[config.mk]
export PLATFORM = sky130hd
export DESIGN_NAME = taxi_axil_rd_timeout_flat
export DESIGN_NICKNAME = d
export VERILOG_FILES = /design/src/rtl/taxi_axil_rd_timeout_if.sv /design/src/rtl/taxi_axil_rd_timeout.sv /design/src/flat_wrapper.sv
export SDC_FILE = /design/constraint.sdc
export NUM_CORES = 1
export LEC_CHECK = 0
export CAP_MARGIN = 25
export CORE_MARGIN = 1.5
export CORE_UTILIZATION = 45
export DETAILED_ROUTE_END_ITERATION = 7
export GPL_TIMING_DRIVEN = 0
export PLACE_DENSITY_LB_ADDON = 0.12
export SLEW_MARGIN = 20
export SYNTH_ARGS = -nofsm -noshare
export SYNTH_HDL_FRONTEND = slang
export SYNTH_SLANG_ARGS = --single-unit
[constraint.sdc]
create_clock -name clk -period 3.75 [get_ports clk]
set_input_delay 0.5625 -clock clk [delete_from_list [all_inputs] [get_ports clk]]
set_output_delay 0.5625 -clock clk [all_outputs]
set_load 0.05 [all_outputs]
[src/rtl/taxi_axil_rd_timeout_if.sv]
// taxi_axil_if: AXI4-lite read channel bundle with slave and master modports
interface taxi_axil_if #(
  parameter int DATA_W = 32,
  parameter int ADDR_W = 32,
  parameter bit ARUSER_EN = 1'b0,
  parameter int ARUSER_W = 1,
  parameter bit RUSER_EN = 1'b0,
  parameter int RUSER_W = 1
);
  logic [ADDR_W-1:0] araddr;
  logic [2:0] arprot;
  logic [ARUSER_W-1:0] aruser;
  logic arvalid;
  logic arready;
  logic [DATA_W-1:0] rdata;
  logic [1:0] rresp;
  logic [RUSER_W-1:0] ruser;
  logic rvalid;
  logic rready;
  modport rd_slv (
    input araddr, arprot, aruser, arvalid,
    output arready,
    output rdata, rresp, ruser, rvalid,
    input rready
  );
  modport rd_mst (
    output araddr, arprot, aruser, arvalid,
    input arready,
    input rdata, rresp, ruser, rvalid,
    output rready
  );
endinterface

[src/rtl/taxi_axil_rd_timeout.sv]
// taxi_axil_rd_timeout: AXI-lite read watchdog that answers SLVERR on a stalled peripheral (option: TAXI_AXIL_RD_TIMEOUT_STAT_EN adds timeout_count)
module taxi_axil_rd_timeout #(
  parameter int TIMEOUT_CYCLES = 1024,
  parameter logic [511:0] ERR_DATA = '0
) (
  input logic clk,
  input logic rst_n,
  taxi_axil_if.rd_slv s_axil_rd,
  taxi_axil_if.rd_mst m_axil_rd,
  output logic busy,
  output logic timeout_evt
`ifdef TAXI_AXIL_RD_TIMEOUT_STAT_EN
  ,
  output logic [15:0] timeout_count
`endif
);
  localparam int DATA_W = s_axil_rd.DATA_W;
  localparam int ADDR_W = s_axil_rd.ADDR_W;
  localparam bit ARUSER_EN = s_axil_rd.ARUSER_EN && m_axil_rd.ARUSER_EN;
  localparam bit RUSER_EN = s_axil_rd.RUSER_EN && m_axil_rd.RUSER_EN;
  localparam int M_ARUSER_W = m_axil_rd.ARUSER_W;
  localparam int S_RUSER_W = s_axil_rd.RUSER_W;
  localparam int CNT_W = $clog2(TIMEOUT_CYCLES + 1);
  if (s_axil_rd.DATA_W != m_axil_rd.DATA_W || s_axil_rd.ADDR_W != m_axil_rd.ADDR_W) begin : g_bad_width
    $error("taxi_axil_rd_timeout: s and m interface widths differ");
  end
  if (TIMEOUT_CYCLES < 2) begin : g_bad_timeout
    $error("taxi_axil_rd_timeout: TIMEOUT_CYCLES must be at least 2");
  end
  typedef enum logic [2:0] {IDLE, ISSUE, WAIT, RESP, ERR, ORPH_AR, ORPH_R} state_t;
  state_t state, state_next;
  logic [CNT_W-1:0] cnt;
  logic ar_pend;
  logic [ADDR_W-1:0] araddr_q;
  logic [2:0] arprot_q;
  logic [M_ARUSER_W-1:0] aruser_q;
  logic [DATA_W-1:0] rdata_q;
  logic [1:0] rresp_q;
  logic [S_RUSER_W-1:0] ruser_q;
  logic s_ar_hs, m_ar_hs, m_r_hs, counting, to_hit;
  assign s_ar_hs = s_axil_rd.arvalid && s_axil_rd.arready;
  assign m_ar_hs = m_axil_rd.arvalid && m_axil_rd.arready;
  assign m_r_hs = m_axil_rd.rvalid && m_axil_rd.rready;
  assign counting = state == ISSUE || state == WAIT;
  assign to_hit = counting && cnt == CNT_W'(TIMEOUT_CYCLES - 1) && !m_r_hs;
  assign s_axil_rd.arready = state == IDLE && rst_n;
  assign s_axil_rd.rvalid = state == RESP || state == ERR;
  assign s_axil_rd.rdata = rdata_q;
  assign s_axil_rd.rresp = rresp_q;
  assign s_axil_rd.ruser = RUSER_EN ? ruser_q : '0;
  assign m_axil_rd.arvalid = state == ISSUE || state == ORPH_AR || (state == ERR && ar_pend);
  assign m_axil_rd.araddr = araddr_q;
  assign m_axil_rd.arprot = arprot_q;
  assign m_axil_rd.aruser = ARUSER_EN ? aruser_q : '0;
  assign m_axil_rd.rready = state == WAIT || state == ORPH_R;
  assign busy = state != IDLE;
  assign timeout_evt = to_hit;
  // state register
  always_ff @(posedge clk or negedge rst_n) begin
    if (!rst_n) state <= IDLE;
    else state <= state_next;
  end
  // next-state: a timeout beats a late AR accept but loses to a real R beat
  always_comb begin
    state_next = state;
    case (state)
      IDLE: state_next = s_ar_hs ? ISSUE : IDLE;
      ISSUE: state_next = to_hit ? ERR : m_axil_rd.arready ? WAIT : ISSUE;
      WAIT: state_next = m_axil_rd.rvalid ? RESP : to_hit ? ERR : WAIT;
      RESP: state_next = s_axil_rd.rready ? IDLE : RESP;
      ERR: state_next = !s_axil_rd.rready ? ERR : (ar_pend && !m_axil_rd.arready) ? ORPH_AR : ORPH_R;
      ORPH_AR: state_next = m_axil_rd.arready ? ORPH_R : ORPH_AR;
      ORPH_R: state_next = m_axil_rd.rvalid ? IDLE : ORPH_R;
      default: state_next = IDLE;
    endcase
  end
  // request latch, saturating watchdog counter, response register and pending-AR flag
  always_ff @(posedge clk or negedge rst_n) begin
    if (!rst_n) begin
      cnt <= '0;
      ar_pend <= 1'b0;
      araddr_q <= '0;
      arprot_q <= '0;
      aruser_q <= '0;
      rdata_q <= '0;
      rresp_q <= '0;
      ruser_q <= '0;
    end else begin
      if (s_ar_hs) begin
        araddr_q <= s_axil_rd.araddr;
        arprot_q <= s_axil_rd.arprot;
        aruser_q <= M_ARUSER_W'(s_axil_rd.aruser);
        cnt <= '0;
      end else if (counting && cnt != CNT_W'(TIMEOUT_CYCLES)) begin
        cnt <= cnt + 1'b1;
      end
      if (state == WAIT && m_axil_rd.rvalid) begin
        rdata_q <= m_axil_rd.rdata;
        rresp_q <= m_axil_rd.rresp;
        ruser_q <= S_RUSER_W'(m_axil_rd.ruser);
      end else if (to_hit) begin
        rdata_q <= ERR_DATA[DATA_W-1:0];
        rresp_q <= 2'b10;
        ruser_q <= '0;
      end
      if (to_hit) ar_pend <= state == ISSUE && !m_axil_rd.arready;
      else if (m_ar_hs) ar_pend <= 1'b0;
    end
  end
`ifdef TAXI_AXIL_RD_TIMEOUT_STAT_EN
  // saturating count of fired timeouts
  always_ff @(posedge clk or negedge rst_n) begin
    if (!rst_n) timeout_count <= '0;
    else if (to_hit && timeout_count != 16'hFFFF) timeout_count <= timeout_count + 16'd1;
  end
`endif
endmodule

[src/flat_wrapper.sv]
// flat-port wrapper written by rule: the top's interface ports become plain ports
module taxi_axil_rd_timeout_flat 
#(
  parameter int TIMEOUT_CYCLES = 1024,
  parameter logic [511:0] ERR_DATA = '0
)
  (clk, rst_n, busy, timeout_evt, s_axil_rd_araddr, s_axil_rd_arprot, s_axil_rd_aruser, s_axil_rd_arvalid, s_axil_rd_arready, s_axil_rd_rdata, s_axil_rd_rresp, s_axil_rd_ruser, s_axil_rd_rvalid, s_axil_rd_rready, m_axil_rd_araddr, m_axil_rd_arprot, m_axil_rd_aruser, m_axil_rd_arvalid, m_axil_rd_arready, m_axil_rd_rdata, m_axil_rd_rresp, m_axil_rd_ruser, m_axil_rd_rvalid, m_axil_rd_rready);
  taxi_axil_if #(.DATA_W(32), .ADDR_W(32)) s_axil_rd_i ();
  taxi_axil_if #(.DATA_W(32), .ADDR_W(32)) m_axil_rd_i ();
  input logic clk;
  input logic rst_n;
  output logic busy;
  output logic timeout_evt;
  input wire logic [$bits(s_axil_rd_i.araddr)-1:0] s_axil_rd_araddr;
  input wire logic [$bits(s_axil_rd_i.arprot)-1:0] s_axil_rd_arprot;
  input wire logic [$bits(s_axil_rd_i.aruser)-1:0] s_axil_rd_aruser;
  input wire logic [$bits(s_axil_rd_i.arvalid)-1:0] s_axil_rd_arvalid;
  output wire logic [$bits(s_axil_rd_i.arready)-1:0] s_axil_rd_arready;
  output wire logic [$bits(s_axil_rd_i.rdata)-1:0] s_axil_rd_rdata;
  output wire logic [$bits(s_axil_rd_i.rresp)-1:0] s_axil_rd_rresp;
  output wire logic [$bits(s_axil_rd_i.ruser)-1:0] s_axil_rd_ruser;
  output wire logic [$bits(s_axil_rd_i.rvalid)-1:0] s_axil_rd_rvalid;
  input wire logic [$bits(s_axil_rd_i.rready)-1:0] s_axil_rd_rready;
  output wire logic [$bits(m_axil_rd_i.araddr)-1:0] m_axil_rd_araddr;
  output wire logic [$bits(m_axil_rd_i.arprot)-1:0] m_axil_rd_arprot;
  output wire logic [$bits(m_axil_rd_i.aruser)-1:0] m_axil_rd_aruser;
  output wire logic [$bits(m_axil_rd_i.arvalid)-1:0] m_axil_rd_arvalid;
  input wire logic [$bits(m_axil_rd_i.arready)-1:0] m_axil_rd_arready;
  input wire logic [$bits(m_axil_rd_i.rdata)-1:0] m_axil_rd_rdata;
  input wire logic [$bits(m_axil_rd_i.rresp)-1:0] m_axil_rd_rresp;
  input wire logic [$bits(m_axil_rd_i.ruser)-1:0] m_axil_rd_ruser;
  input wire logic [$bits(m_axil_rd_i.rvalid)-1:0] m_axil_rd_rvalid;
  output wire logic [$bits(m_axil_rd_i.rready)-1:0] m_axil_rd_rready;
  assign s_axil_rd_i.araddr = s_axil_rd_araddr;
  assign s_axil_rd_i.arprot = s_axil_rd_arprot;
  assign s_axil_rd_i.aruser = s_axil_rd_aruser;
  assign s_axil_rd_i.arvalid = s_axil_rd_arvalid;
  assign s_axil_rd_arready = s_axil_rd_i.arready;
  assign s_axil_rd_rdata = s_axil_rd_i.rdata;
  assign s_axil_rd_rresp = s_axil_rd_i.rresp;
  assign s_axil_rd_ruser = s_axil_rd_i.ruser;
  assign s_axil_rd_rvalid = s_axil_rd_i.rvalid;
  assign s_axil_rd_i.rready = s_axil_rd_rready;
  assign m_axil_rd_araddr = m_axil_rd_i.araddr;
  assign m_axil_rd_arprot = m_axil_rd_i.arprot;
  assign m_axil_rd_aruser = m_axil_rd_i.aruser;
  assign m_axil_rd_arvalid = m_axil_rd_i.arvalid;
  assign m_axil_rd_i.arready = m_axil_rd_arready;
  assign m_axil_rd_i.rdata = m_axil_rd_rdata;
  assign m_axil_rd_i.rresp = m_axil_rd_rresp;
  assign m_axil_rd_i.ruser = m_axil_rd_ruser;
  assign m_axil_rd_i.rvalid = m_axil_rd_rvalid;
  assign m_axil_rd_rready = m_axil_rd_i.rready;
  taxi_axil_rd_timeout #(.TIMEOUT_CYCLES(TIMEOUT_CYCLES), .ERR_DATA(ERR_DATA)) u_core (.clk(clk), .rst_n(rst_n), .s_axil_rd(s_axil_rd_i), .m_axil_rd(m_axil_rd_i), .busy(busy), .timeout_evt(timeout_evt));
endmodule
**After elaboration in Yosys (flattened, before gate mapping)**

Index checks and enable logic that the tools add are counted.

- $add $sub $neg: 1
- Eq/ne operators: 8
- Muxes and demuxes: 19
- Reductions and logical operators: 23

Operators with widths:

| operator | number |
|---|---|
| two-way mux 32 bit | 2 |
| two-way mux 11 bit | 2 |
| one-hot mux 3 bit (7 select lines) | 1 |
| two-way mux 3 bit | 5 |
| two-way mux 2 bit | 6 |
| adder 11 x 1 -> 11 bit, second input constant | 1 |
| == test 11 x 10 -> 1 bit, second input constant | 1 |
| logical AND 1 bit | 11 |
| != test 11 bit, second input constant | 1 |
| == test 3 bit, second input constant | 3 |
| == test 3 x 2 -> 1 bit, second input constant | 2 |
| nonzero test 2 bit | 3 |
| logical OR 1 bit | 5 |
| == test 3 x 1 -> 1 bit, second input constant | 1 |
| zero test 3 bit | 1 |
| two-way mux 1 bit | 3 |
| nonzero test 3 bit | 1 |
| zero test 1 bit | 2 |

- Register bits: 84
- Input port bits: 77
- Output and inout bits: 77

**Depth between registers and ports, before layout**

Gate-level depths: netlist of run 1.

- Word-level depth: 8
- Mapped depth: 7
- Mapped depth without buffers: 5

**Least setup slack after synthesis of run 1**

No wires, ideal clock.

- Kind: register to output
- Start: reg u_core.cnt[0]
- End: out timeout_evt
- Data arrival time: 2.065 ns
- Data required time: 3.188 ns
- Slack: 1.123 ns
- Cell stages (with the launch flop): 5
- Buffers on the path: 0
- Cell sequence: dfrtp_1 > ha_1 > nand4b_1 > or4_4 > nor2_1

- Longest elaborated chain between the ends: 3

Ends and longest elaborated chain:

| element | line | RTL |
|---|---|---|
| start: declaration | taxi_axil_rd_timeout.sv:32 | `logic [CNT_W-1:0] cnt;` |
| start signal: assignment | taxi_axil_rd_timeout.sv:95 | `cnt <= cnt + 1'b1;` |
| == test 11 x 10 -> 1 bit | taxi_axil_rd_timeout.sv:45 | `assign to_hit = counting && cnt == CNT_W'(TIMEOUT_CYCLES - 1) && !m_r_hs;` |
| logical AND 1 bit (2 in series) | taxi_axil_rd_timeout.sv:45 |  |
| end: declaration | flat_wrapper.sv:13 | `output logic timeout_evt;` |

No other way between the ends.

**Worst setup path after layout of run 1**

Ends and elaborated chain as after synthesis.

==> metrics.md, run 1 <==
| Metric | Value |
|---|---|
| Status | finished, final reports clean |
| Synth Area per Inst | 10.5 um2 |
| Power density cells | roughly 960 mW/mm2 |
| Drc violations | 0 |
| H-tree level count | 3 |
| Fmax | 297 MHz |
| CTS resizes | 0 |
| Max transition margin | 0.625 |
| Max Cap Violations | 0 |
| Routed length on met2 | 4.05 mm |
| Chip height | between 90 and 100 um |
| Crit-path leading delay family | simple AND/OR/NAND/NOR gates |
| Final WL | between 8 and 9 mm |
| Final WS setup | 0.387 ns |
| Detailed Route Iter0 Violations | 72 |
| GRT Util Overall | 0.223 |
| Top post-synthesis cells by area | dfrtp_1 59%, nand2_1 12%, a22o_1 8.2% |
| Switch Pwr | 0.00252 W |
| Yosys cell types | 44 |
| Clock Latency Late Sink | about 0.35 ns |
| Synthesis-to-layout area growth | 50.9% |
| Asr flop ratio synth | 1.00 |
| Post-layout power | 0.00514 W |
| Crit path cell chain | ha_1 > nand4b_1 > or4_4 > nor2_1 > clkdlybuf4s50_1 |
| # Post-CTS Setup Buffers | 0 |
| Crit start category | register |
| Worst Clk Skew | roughly 0.0055 ns |
| Pleak | around 2.5 nW |
| Met1 WL | around 4.0 mm |
| Layout cells sized above 1 | 0.0794 |
| GPL Wtd Cong | 0.832 |
| Required time worst endpoint | roughly 3.2 ns |
| Hold buffers post-CTS | 0 |
| Worst Path Buf+Inv | 1 |
| Initial Util | 0.460 |
| Worst setup EP type | output pin |
| Reg-to-reg setup timing slack | about 1.7 ns |
| VDD IR max | between 0.4 and 0.5 mV |
| Sw frac | 0.491 |
| Clk pwr share | 0.107 |
| Number of routed nets with antenna violations | 0 |
| Syn Inst Count | between 300 and 400 |
| Worst-margin pin slew | approximately 0.56 ns |
| Antenna cell count | 0 |
| Synthesized flop and latch total | 84 |
| Warnings, synthesis | 0 |
| Fillers | around 580 |
| Fin crit period | 3.36 ns |
| Initial antenna violation count | 0 |
| Seq/Total Area, Yosys | 0.594 |
| Die X | slightly above 90 um |
| Clk slew on worst S/H paths | 0.08 ns |
| Most common cell in the synthesized netlist | nand2_1 |
| Number of flops mapped to enable cells by yosys | 0 |
| CP max FO | 5 |
| Met3 routed WL | between 600 and 700 um |
| Min Hold Slack | roughly 0.2 ns |
| PortBufs | 149 |
| Die area | 0.00841 mm2 |
| Slew Viols, Final | 0 |
| Setup Viol. Count Final | 0 |
| DRT Pass-1 Iters | 5 |
| Vias in the first global route | 2958 |
| Crit path largest cell delay | 0.81 ns |
| Sequential share of power | 0.297 |
| # clock sinks | 84 |
| Vias per cell | 5.09 |
| Hold Path Class | input port to async pin |
| Clk buf depth | 2 |
| Synth top area share | 0.594 |
| P_int | between 0.002 and 0.003 W |
| Synth Cell Area | between 0.003 and 0.004 mm2 |
| Arr. time, crit path | 2.80 ns |
| RSZ-0062 raised after global routing | no |
| Dpl hpwl | 6.56 mm |
| Total number of vias | ~3.1k |
| Routed WL per cell | 14.7 um |
| Num CTS Buffers | 9 |
| Final Net Count | around 580 |
| Combinational share of power | 0.596 |
| First-pass GRT wire length | approximately 15 mm |
| IO Count | 154 |
| Largest net degree at the start of global routing | 45 |
| Master of the slowest instance on the critical path | clkdlybuf4s50_1 |
| CTS tree | done |
| Setup CP Type | register to output pin |
| Highest routed layer | met4 |
| Row cnt | 32 |
| Area leader, netlist | dfrtp_1 |
| Fin. Hold Viols | 0 |
| GR Overflow Total | 0 |
| CORE AREA | about 0.0077 mm2 |
| Synth Flop Type | dfrtp_1 |
| Pre-CTS setup slack | about 0.48 ns |
| Post-synth top cells | 110 x nand2_1, 84 x dfrtp_1, 33 x a22o_1, 12 x nor2_1, 9 x clkbuf_1 |
| Clock Tree Root | clkbuf_8 |
| Tcrit/Tclk final | 0.897 |
## layout make-up
type | count | area (um2) | share of cell area
buffer | 22 | 128 | 0.0239
clock buffer | 12 | 135 | 0.0253
clock inverter | 4 | 26.3 | 0.00492
inverter | 8 | 30.0 | 0.00562
multi-input combinational | 224 | 1280 | 0.240
sequential | 84 | 2100 | 0.394
tap | 102 | 128 | 0.0239
timing repair buffer | 150 | 1510 | 0.283
## routing by layer
| metal | vias to the layer above | global-route usage |
|---|---|---|
| li1 | 1464 | - |
| met1 | 1491 | 0.299 |
| met2 | 113 | 0.348 |
| met3 | 17 | 0.0547 |
| met4 | 0 | 0.0923 |
| met5 | - | 0 |
## registers in the layout (all words and copies together), names as in the netlist
register and count:
u_core.cnt 11, u_core.s_axil_rd.rresp 2, u_core.state 3, u_core.m_axil_rd.araddr 32, u_core.s_axil_rd.rdata 32, u_core.ar_pend 1, u_core.m_axil_rd.arprot 3
## worst paths after layout
path	startpoint	depth (start not counted)	end
setup / recovery	u_core.cnt[0]$_DFFE_PN0P_	5	timeout_evt
hold / removal	rst_n	1	u_core.s_axil_rd.rdata[20]$_DFFE_PN0P_
setup reg to reg	u_core.cnt[0]$_DFFE_PN0P_	6	u_core.s_axil_rd.rdata[18]$_DFFE_PN0P_
hold reg to reg	u_core.m_axil_rd.araddr[23]$_DFFE_PN0N_	2	u_core.m_axil_rd.araddr[23]$_DFFE_PN0N_
max in group asynchronous	rst_n	2	u_core.cnt[2]$_DFFE_PN0P_
min in group clk	u_core.m_axil_rd.araddr[23]$_DFFE_PN0N_	2	u_core.m_axil_rd.araddr[23]$_DFFE_PN0N_
## layout by cell type, fill, tap and decap left out, types with 4 or more instances in the layout
master / instances
mux2i_1: 4
clkbuf_8: 9
nor2_1: 12
a22o_1: 33
clkdlybuf4s50_1: 148
clkbuf_1: 12
a21oi_1: 6
inv_1: 8
nand2_1: 110
xnor2_1: 4
buf_2: 6
buf_4: 5
o21ai_0: 4
nor3_1: 4
dfrtp_1: 84
## power by group through the flow
stage                     registers (W)  logic (W)  clock network (W)
after global placement          0.00153    0.00304                  0
after CTS                       0.00153    0.00309           0.000565
after global routing            0.00159    0.00324           0.000598
after detailed placement        0.00154    0.00307                  0
after floorplan                 0.00274   0.000820                  0
final                           0.00153    0.00307           0.000549
## cells by family (layout without fill, tap and decap cells)
logic type / count (synthesis) / in the layout / share of synthesized area
fa+ha+maj: 2 / 2 / 0.00707
compound gates: 55 / 55 / 0.124
flops: 84 / 84 / 0.594
other cells: 1 / 2 / 0.00106
mux: 5 / 5 / 0.0145
simple gates: 154 / 154 / 0.198
buf+inv: 30 / 196 / 0.0445
xor+xnor: 6 / 6 / 0.0170
## through the flow
stage	setup TNS, ns	std cells	utilization	instance area (um2)
6_report	0	606	0.695	5340
5_1_grt	0	606	0.695	5340
4_1_cts	0	606	0.695	5340
3_5_place_dp	0	590	0.674	5180
3_3_place_gp	-153.23	589	0.672	5160
2_1_floorplan	0	338	-	3540
(Power assumes the default switching activity.)
==> inputs of run 2 (changes only) <==
- GPL_TIMING_DRIVEN: 0 -> default
==> run 2 against run 1 <==
  * Via count shrank 3.5%
  * Setup slack lost 0.073 ns
  * Critical path depth shrank 1
  * Critical endpoint unchanged
  * Hold slack gained 0.17 ns
  * Highest routed layer unchanged
  * Largest cell class unchanged
==> metrics.md, run 2 (synthesis results as in run 1) <==
| Metric | Value |
|---|---|
| CP max FO | 16 (+11) |
| Clock Tree Root | clkbuf_8 |
| GR Overflow Total | 0 (unchanged) |
| Inst Count DP | 573 (-2.9%) |
| Crit path cell chain | xnor2_2 > or4_4 > nor2_1 > clkdlybuf4s50_1 |
| Layout cells sized above 1 | 0.0701 (-0.00926) |
| Commonest non-fill, non-tap cell in the layout | clkdlybuf4s50_1 |
| First-pass GRT wire length | 13.8 mm (-6.0%) |
| Status | finished, final reports clean |
| CTS resizes | 0 (unchanged) |
| IO Count | 154 (unchanged) |
| Sw frac | 0.480 (-0.0106) |
| Final Net Count | 561 (-2.9%) |
| Master of the slowest instance on the critical path | clkdlybuf4s50_1 |
| Die area | 0.00841 mm2 (unchanged) |
| Non-Filler Instances | 587 (-3.1%) |
| Setup CP Type | register to output pin |
| Fin crit period | 3.44 ns (+0.0733 ns) |
| Clk buf depth | 2 (unchanged) |
| Dpl hpwl | 6.04 mm (-8.0%) |
| Largest net degree at the start of global routing | 85 (+89%) |
| CTS tree | done |
| H-tree level count | 3 (unchanged) |
| Fin. Hold Viols | 0 (unchanged) |
| Clk slew on worst S/H paths | 0.07 ns (about the same) |
| Crit start category | register |
| Number of routed nets with antenna violations | 0 (unchanged) |
| Worst-margin pin slew | 0.738 ns (+0.175 ns) |
| Routed length on met2 | 3.99 mm (-1.6%) |
| Pleak | 2.47 nW (-1.4%) |
| Worst Clk Skew | 0.00669 ns (+0.00123 ns) |
| Sequential share of power | 0.303 (+0.006) |
| Drc violations | 0 (unchanged) |
| Vias in the first global route | 2824 (-4.5%) |
| Hold buffers post-CTS | 0 (unchanged) |
| Initial Util | 0.460 (unchanged) |
| Clk pwr share | 0.128 (+0.021) |
| Row cnt | 32 (unchanged) |
| Crit path largest cell delay | 0.82 ns (about the same) |
| Synthesis-to-layout area growth | 49.3% |
| # clock sinks | 84 (unchanged) |
| Met3 routed WL | 567 um (-10%) |
| # Post-CTS Setup Buffers | 0 (unchanged) |
| Met1 WL | 3.96 mm (-1.4%) |
| Arr. time, crit path | 2.87 ns (+0.07 ns) |
| Max Cap Violations | 0 (unchanged) |
| Clock Latency Late Sink | 0.34 ns (about the same) |
| Setup TNS Final | 0 ns (unchanged) |
| Max transition margin | 0.508 (-0.117) |
| GPL Wtd Cong | 0.901 (+8.2%) |
| Detailed Route Iter0 Violations | 152 (+110%) |
| Chip height | 91.7 um (unchanged) |
| Die X | 91.7 um (unchanged) |
| Fmax | 291 MHz (-2.1%) |
| CORE AREA | 0.00769 mm2 (unchanged) |
| Total number of vias | 2976 (-3.5%) |
| Combinational share of power | 0.570 (-0.026) |
| Hold Path Class | input port to async pin |
| Slew Viols, Final | 0 (unchanged) |
| VDD IR max | 0.564 mV (+26%) |
| GRT Util Overall | 0.207 (-0.0158) |
| Routed WL per cell | 14.8 um (+0.34%) |
| Power density cells | 985 mW/mm2 (+2.3%) |
| Required time worst endpoint | 3.19 ns (about the same) |
| Tcrit/Tclk final | 0.916 (+0.0195) |
| Initial antenna violation count | 0 (unchanged) |
| P_int | 0.00271 W (+3.4%) |
| Setup Viol. Count Final | 0 (unchanged) |
| Worst setup EP type | output pin |
| Final WL | 8.67 mm (-2.8%) |
| DRT Pass-1 Iters | 4 (-1) |
| PortBufs | 149 (unchanged) |
| Num CTS Buffers | 9 (unchanged) |
| RSZ-0062 raised after global routing | no |
| Highest routed layer | met4 |
| Vias per cell | 5.07 (-0.41%) |
| Most frequent cells in the layout | 148 x clkdlybuf4s50_1, 110 x nand2_1, 84 x dfrtp_1 |
| Antenna cell count | 0 (unchanged) |
| Switch Pwr | 0.00250 W (-0.91%) |
-- run 2: cell types whose count changed in the layout (fill, tap and decap cells not counted) --
| cell | change |
|---|---|
| buf_12 | -1 |
| buf_2 | -6 |
| nor2_1 | -1 |
| nor2_2 | +1 |
| clkbuf_1 | -12 |
| buf_6 | -2 |
| clkinvlp_4 | -1 |
| buf_4 | +1 |
| bufinv_16 | +2 |
-- run 2: per-stage QoR --
stage	hold slack [ns]	instance area (um2)	setup slack (ns)	util	total power, W
3_3_place_gp	0.457	5080	0.753	0.661	0.00451
4_1_cts	0.483	5280	0.325	0.687	0.00524
5_1_grt	0.442	5290	0.194	0.688	0.00546
6_report	0.367	5290	0.314	0.688	0.00521
3_5_place_dp	0.462	5080	0.704	0.661	0.00456
2_1_floorplan	0.267	3540	1.12	-	0.00356
-- run 2: routing by layer --
layer | up-vias | track usage
li1 | 1431 | -
met2 | 115 | 0.320
met4 | 0 | 0.0795
met3 | 13 | 0.0489
met5 | - | 0
met1 | 1417 | 0.285
-- run 2: layout make-up --
class	instances	area, um2
sequential	84	2100
inverter	8	30.0
tap	102	128
multi-input combinational	224	1290
clock inverter	5	78.8
timing repair buffer	155	1540
clock buffer	9	124
fill	586	2400
-- run 2: power groups by stage --
stage / logic [W] / registers (W) / clock network (W)
6_report: 0.00297 / 0.00158 / 0.000665
3_3_place_gp: 0.00295 / 0.00156 / 0
2_1_floorplan: 0.000820 / 0.00274 / 0
3_5_place_dp: 0.00297 / 0.00159 / 0
5_1_grt: 0.00312 / 0.00163 / 0.000713
4_1_cts: 0.00298 / 0.00157 / 0.000684
-- run 2: path summary, 6_finish.rpt --
| kind | slack [ns] | to | from | cells past startpoint |
|---|---|---|---|---|
| max in group asynchronous | 2.87 | u_core.s_axil_rd.rdata[1]$_DFFE_PN0P_ | rst_n | 2 |
| worst min-delay path | 0.37 | u_core.cnt[7]$_DFFE_PN0P_ | rst_n | 2 |
| min in group clk | 0.48 | u_core.m_axil_rd.araddr[11]$_DFFE_PN0N_ | u_core.m_axil_rd.araddr[11]$_DFFE_PN0N_ | 2 |
| worst min register to register | 0.48 | u_core.m_axil_rd.araddr[11]$_DFFE_PN0N_ | u_core.m_axil_rd.araddr[11]$_DFFE_PN0N_ | 2 |
| worst max register to register | 1.53 | u_core.cnt[1]$_DFFE_PN0P_ | u_core.state[0]$_DFF_PN0_ | 5 |
| worst max-delay path | 0.31 | timeout_evt | u_core.state[0]$_DFF_PN0_ | 4 |
-- run 2: worst max-delay path: cells and delay by family (launching register included) --
| kind | cells | cell delay (ns) |
|---|---|---|
| and+or+nand+nor | 2 | 0.78 |
| buffers and inverters | 1 | 0.82 |
| xor gates and xnor gates | 1 | 0.26 |
| DFF | 1 | 0.67 |
==> inputs of run 3 (changes only) <==
- MAX_ROUTING_LAYER: default -> met4
==> run 3 against run 2 <==
  * First-iteration DRC count unchanged
  * Largest power group unchanged
  * Global-route usage grew 0.67 points
  * Highest routed layer unchanged
  * Hold slack gained 0.0043 ns
  * Sequential cell count unchanged
  * Power about the same
  * Fmax grew 0.13%
  * Clock-buffer cell count unchanged
==> metrics.md, run 3 (synthesis results as in run 1) <==
| Metric | Value |
|---|---|
| Fillers | 586 (unchanged) |
| # Post-CTS Setup Buffers | 0 (unchanged) |
| Reg2reg end | u_core.cnt[1]$_DFFE_PN0P_ |
| Pre-CTS setup slack | 0.704 ns (unchanged) |
| Reg2reg start | u_core.state[0]$_DFF_PN0_ |
| Chip height | 91.7 um (unchanged) |
| Setup CP Type | register to output pin |
| Clock Tree Root | clkbuf_8 |
| Total number of vias | 2979 (+0.10%) |
| Die X | 91.7 um (unchanged) |
| Max transition margin | 0.512 (+0.00429) |
| Crit start category | register |
| CP max FO | 16 (unchanged) |
| Master of the slowest instance on the critical path | clkdlybuf4s50_1 |
| R2R depth | 5 (unchanged) |
| Num CTS Buffers | 9 (unchanged) |
| First-pass GRT wire length | 13.8 mm (+0.15%) |
| Routed WL per cell | 14.8 um (about the same) |
| CORE AREA | 0.00769 mm2 (unchanged) |
| Setup Viol. Count Final | 0 (unchanged) |
| CTS resizes | 0 (unchanged) |
| GPL Wtd Cong | 0.916 (+1.7%) |
| Layout cells sized above 1 | 0.0701 (unchanged) |
| Pleak | 2.47 nW (unchanged) |
| Fin. Hold Viols | 0 (unchanged) |
| # clock sinks | 84 (unchanged) |
| Commonest non-fill, non-tap cell in the layout | clkdlybuf4s50_1 |
| Setup TNS Final | 0 ns (unchanged) |
| Final WL | 8.67 mm (about the same) |
| Worst-margin pin slew | 0.732 ns (-0.00644 ns) |
| Synthesis-to-layout area growth | 49.3% (unchanged) |
| CTS tree | done |
| Detailed Route Iter0 Violations | 152 (unchanged) |
| Fmax | 291 MHz (+0.13%) |
| Row cnt | 32 (unchanged) |
| DRT Pass-1 Iters | 4 (unchanged) |
| Initial antenna violation count | 0 (unchanged) |
| Dpl hpwl | 6.04 mm (unchanged) |
| Crit path largest cell delay | 0.82 ns (about the same) |
| Worst Clk Skew | 0.00702 ns (+0.000334 ns) |
| Most frequent cells in the layout | 148 x clkdlybuf4s50_1, 110 x nand2_1, 84 x dfrtp_1 |
| Final Net Count | 561 (unchanged) |
| Hold buffers post-CTS | 0 (unchanged) |
| Die area | 0.00841 mm2 (unchanged) |
| Crit path cell chain | xnor2_2 > or4_4 > nor2_1 > clkdlybuf4s50_1 |
| Tcrit/Tclk final | 0.915 (-0.00117) |
| Vias in the first global route | 2822 (-0.071%) |
| Arr. time, crit path | 2.87 ns (about the same) |
| VDD IR max | 0.565 mV (+0.18%) |
| Number of routed nets with antenna violations | 0 (unchanged) |
| Fin crit period | 3.43 ns (-0.00440 ns) |
| Drc violations | 0 (unchanged) |
| Status | finished, final reports clean |
| Max Cap Violations | 0 (unchanged) |
| RSZ-0062 raised after global routing | no |
| Hold Path Class | input port to async pin |
| GRT Util Overall | 0.214 (+0.00672) |
| Required time worst endpoint | 3.19 ns (about the same) |
| Antenna cell count | 0 (unchanged) |
| Final WS setup | 0.318 ns (+0.00440 ns) |
| Clock Latency Late Sink | 0.34 ns (about the same) |
| Vias per cell | 5.07 (+0.10%) |
| Worst setup EP type | output pin |
| PortBufs | 149 (unchanged) |
| Largest net degree at the start of global routing | 85 (unchanged) |
| IO Count | 154 (unchanged) |
| Power density cells | 985 mW/mm2 (about the same) |
| Clk buf depth | 2 (unchanged) |
| GR Overflow Total | 0 (unchanged) |
| Slew Viols, Final | 0 (unchanged) |
| Reg-to-reg setup timing slack | 1.52 ns (about the same) |
| Initial Util | 0.460 (unchanged) |
| H-tree level count | 3 (unchanged) |
| Clk slew on worst S/H paths | 0.08 ns (about the same) |
==> run 3: cell counts in the layout (fill, tap and decap cells not counted) <==
Identical to the previous run, type by type.
==> run 3: power breakdown <==
| group | leakage [nW] | switching (W) | internal, W | total (W) |
|---|---|---|---|---|
| combinational | 1.31 | 0.00193 | 0.00104 | 0.00297 |
| clock | 0.105 | 0.000298 | 0.000367 | 0.000664 |
| sequential | 1.06 | 0.000274 | 0.00130 | 0.00158 |
| total | 2.47 | 0.00250 | 0.00271 | 0.00521 |
==> run 3: worst max path at each step <==
stage | from | cells past startpoint | end | slack (ns)
after floorplan | u_core.cnt[0]$_DFFE_PN0P_ | 4 | timeout_evt | 1.12
after global placement | u_core.state[0]$_DFF_PN0_ | 4 | timeout_evt | 0.75
after detailed placement | u_core.state[0]$_DFF_PN0_ | 4 | timeout_evt | 0.70
after CTS | u_core.state[0]$_DFF_PN0_ | 4 | timeout_evt | 0.33
after global routing | u_core.state[0]$_DFF_PN0_ | 4 | timeout_evt | 0.19
final | u_core.state[0]$_DFF_PN0_ | 4 | timeout_evt | 0.32
==> run 3: area by class of cell <==
type	instances	area (um2)	share of cell area
Sequential cell	84	2100	0.398
Timing Repair Buffer	155	1540	0.291
Multi-Input combinational cell	224	1290	0.243
Tap cell	102	128	0.0241
Clock buffer	9	124	0.0234
Clock inverter	5	78.8	0.0149
Inverter	8	30.0	0.00568
==> run 3: metal layers <==
metal | vias to the layer above | GRT usage | share of wire
li1 | 1428 | - | -
met1 | 1426 | 0.294 | 0.46
met2 | 112 | 0.317 | 0.46
met3 | 13 | 0.0448 | 0.061
met4 | 0 | 0.0795 | 0.018
met5 | - | - | 0
==> run 3: worst max-delay path: cells and delay by family (launching register included) <==
family / cells / cell delay (ns)
DFF: 1 / 0.67
buffers and inverters: 1 / 0.82
and+or+nand+nor: 2 / 0.78
xor gates and xnor gates: 1 / 0.26
==> run 3: per-stage QoR <==
step | utilization | hold WS, ns | instance area [um2] | total power [W] | instances
2_1_floorplan | - | 0.267 | 3540 | 0.00356 | 338
3_3_place_gp | 0.661 | 0.457 | 5080 | 0.00451 | 573
3_5_place_dp | 0.661 | 0.462 | 5080 | 0.00456 | 573
4_1_cts | 0.687 | 0.483 | 5280 | 0.00524 | 587
5_1_grt | 0.688 | 0.442 | 5290 | 0.00546 | 587
6_report | 0.688 | 0.371 | 5290 | 0.00521 | 587
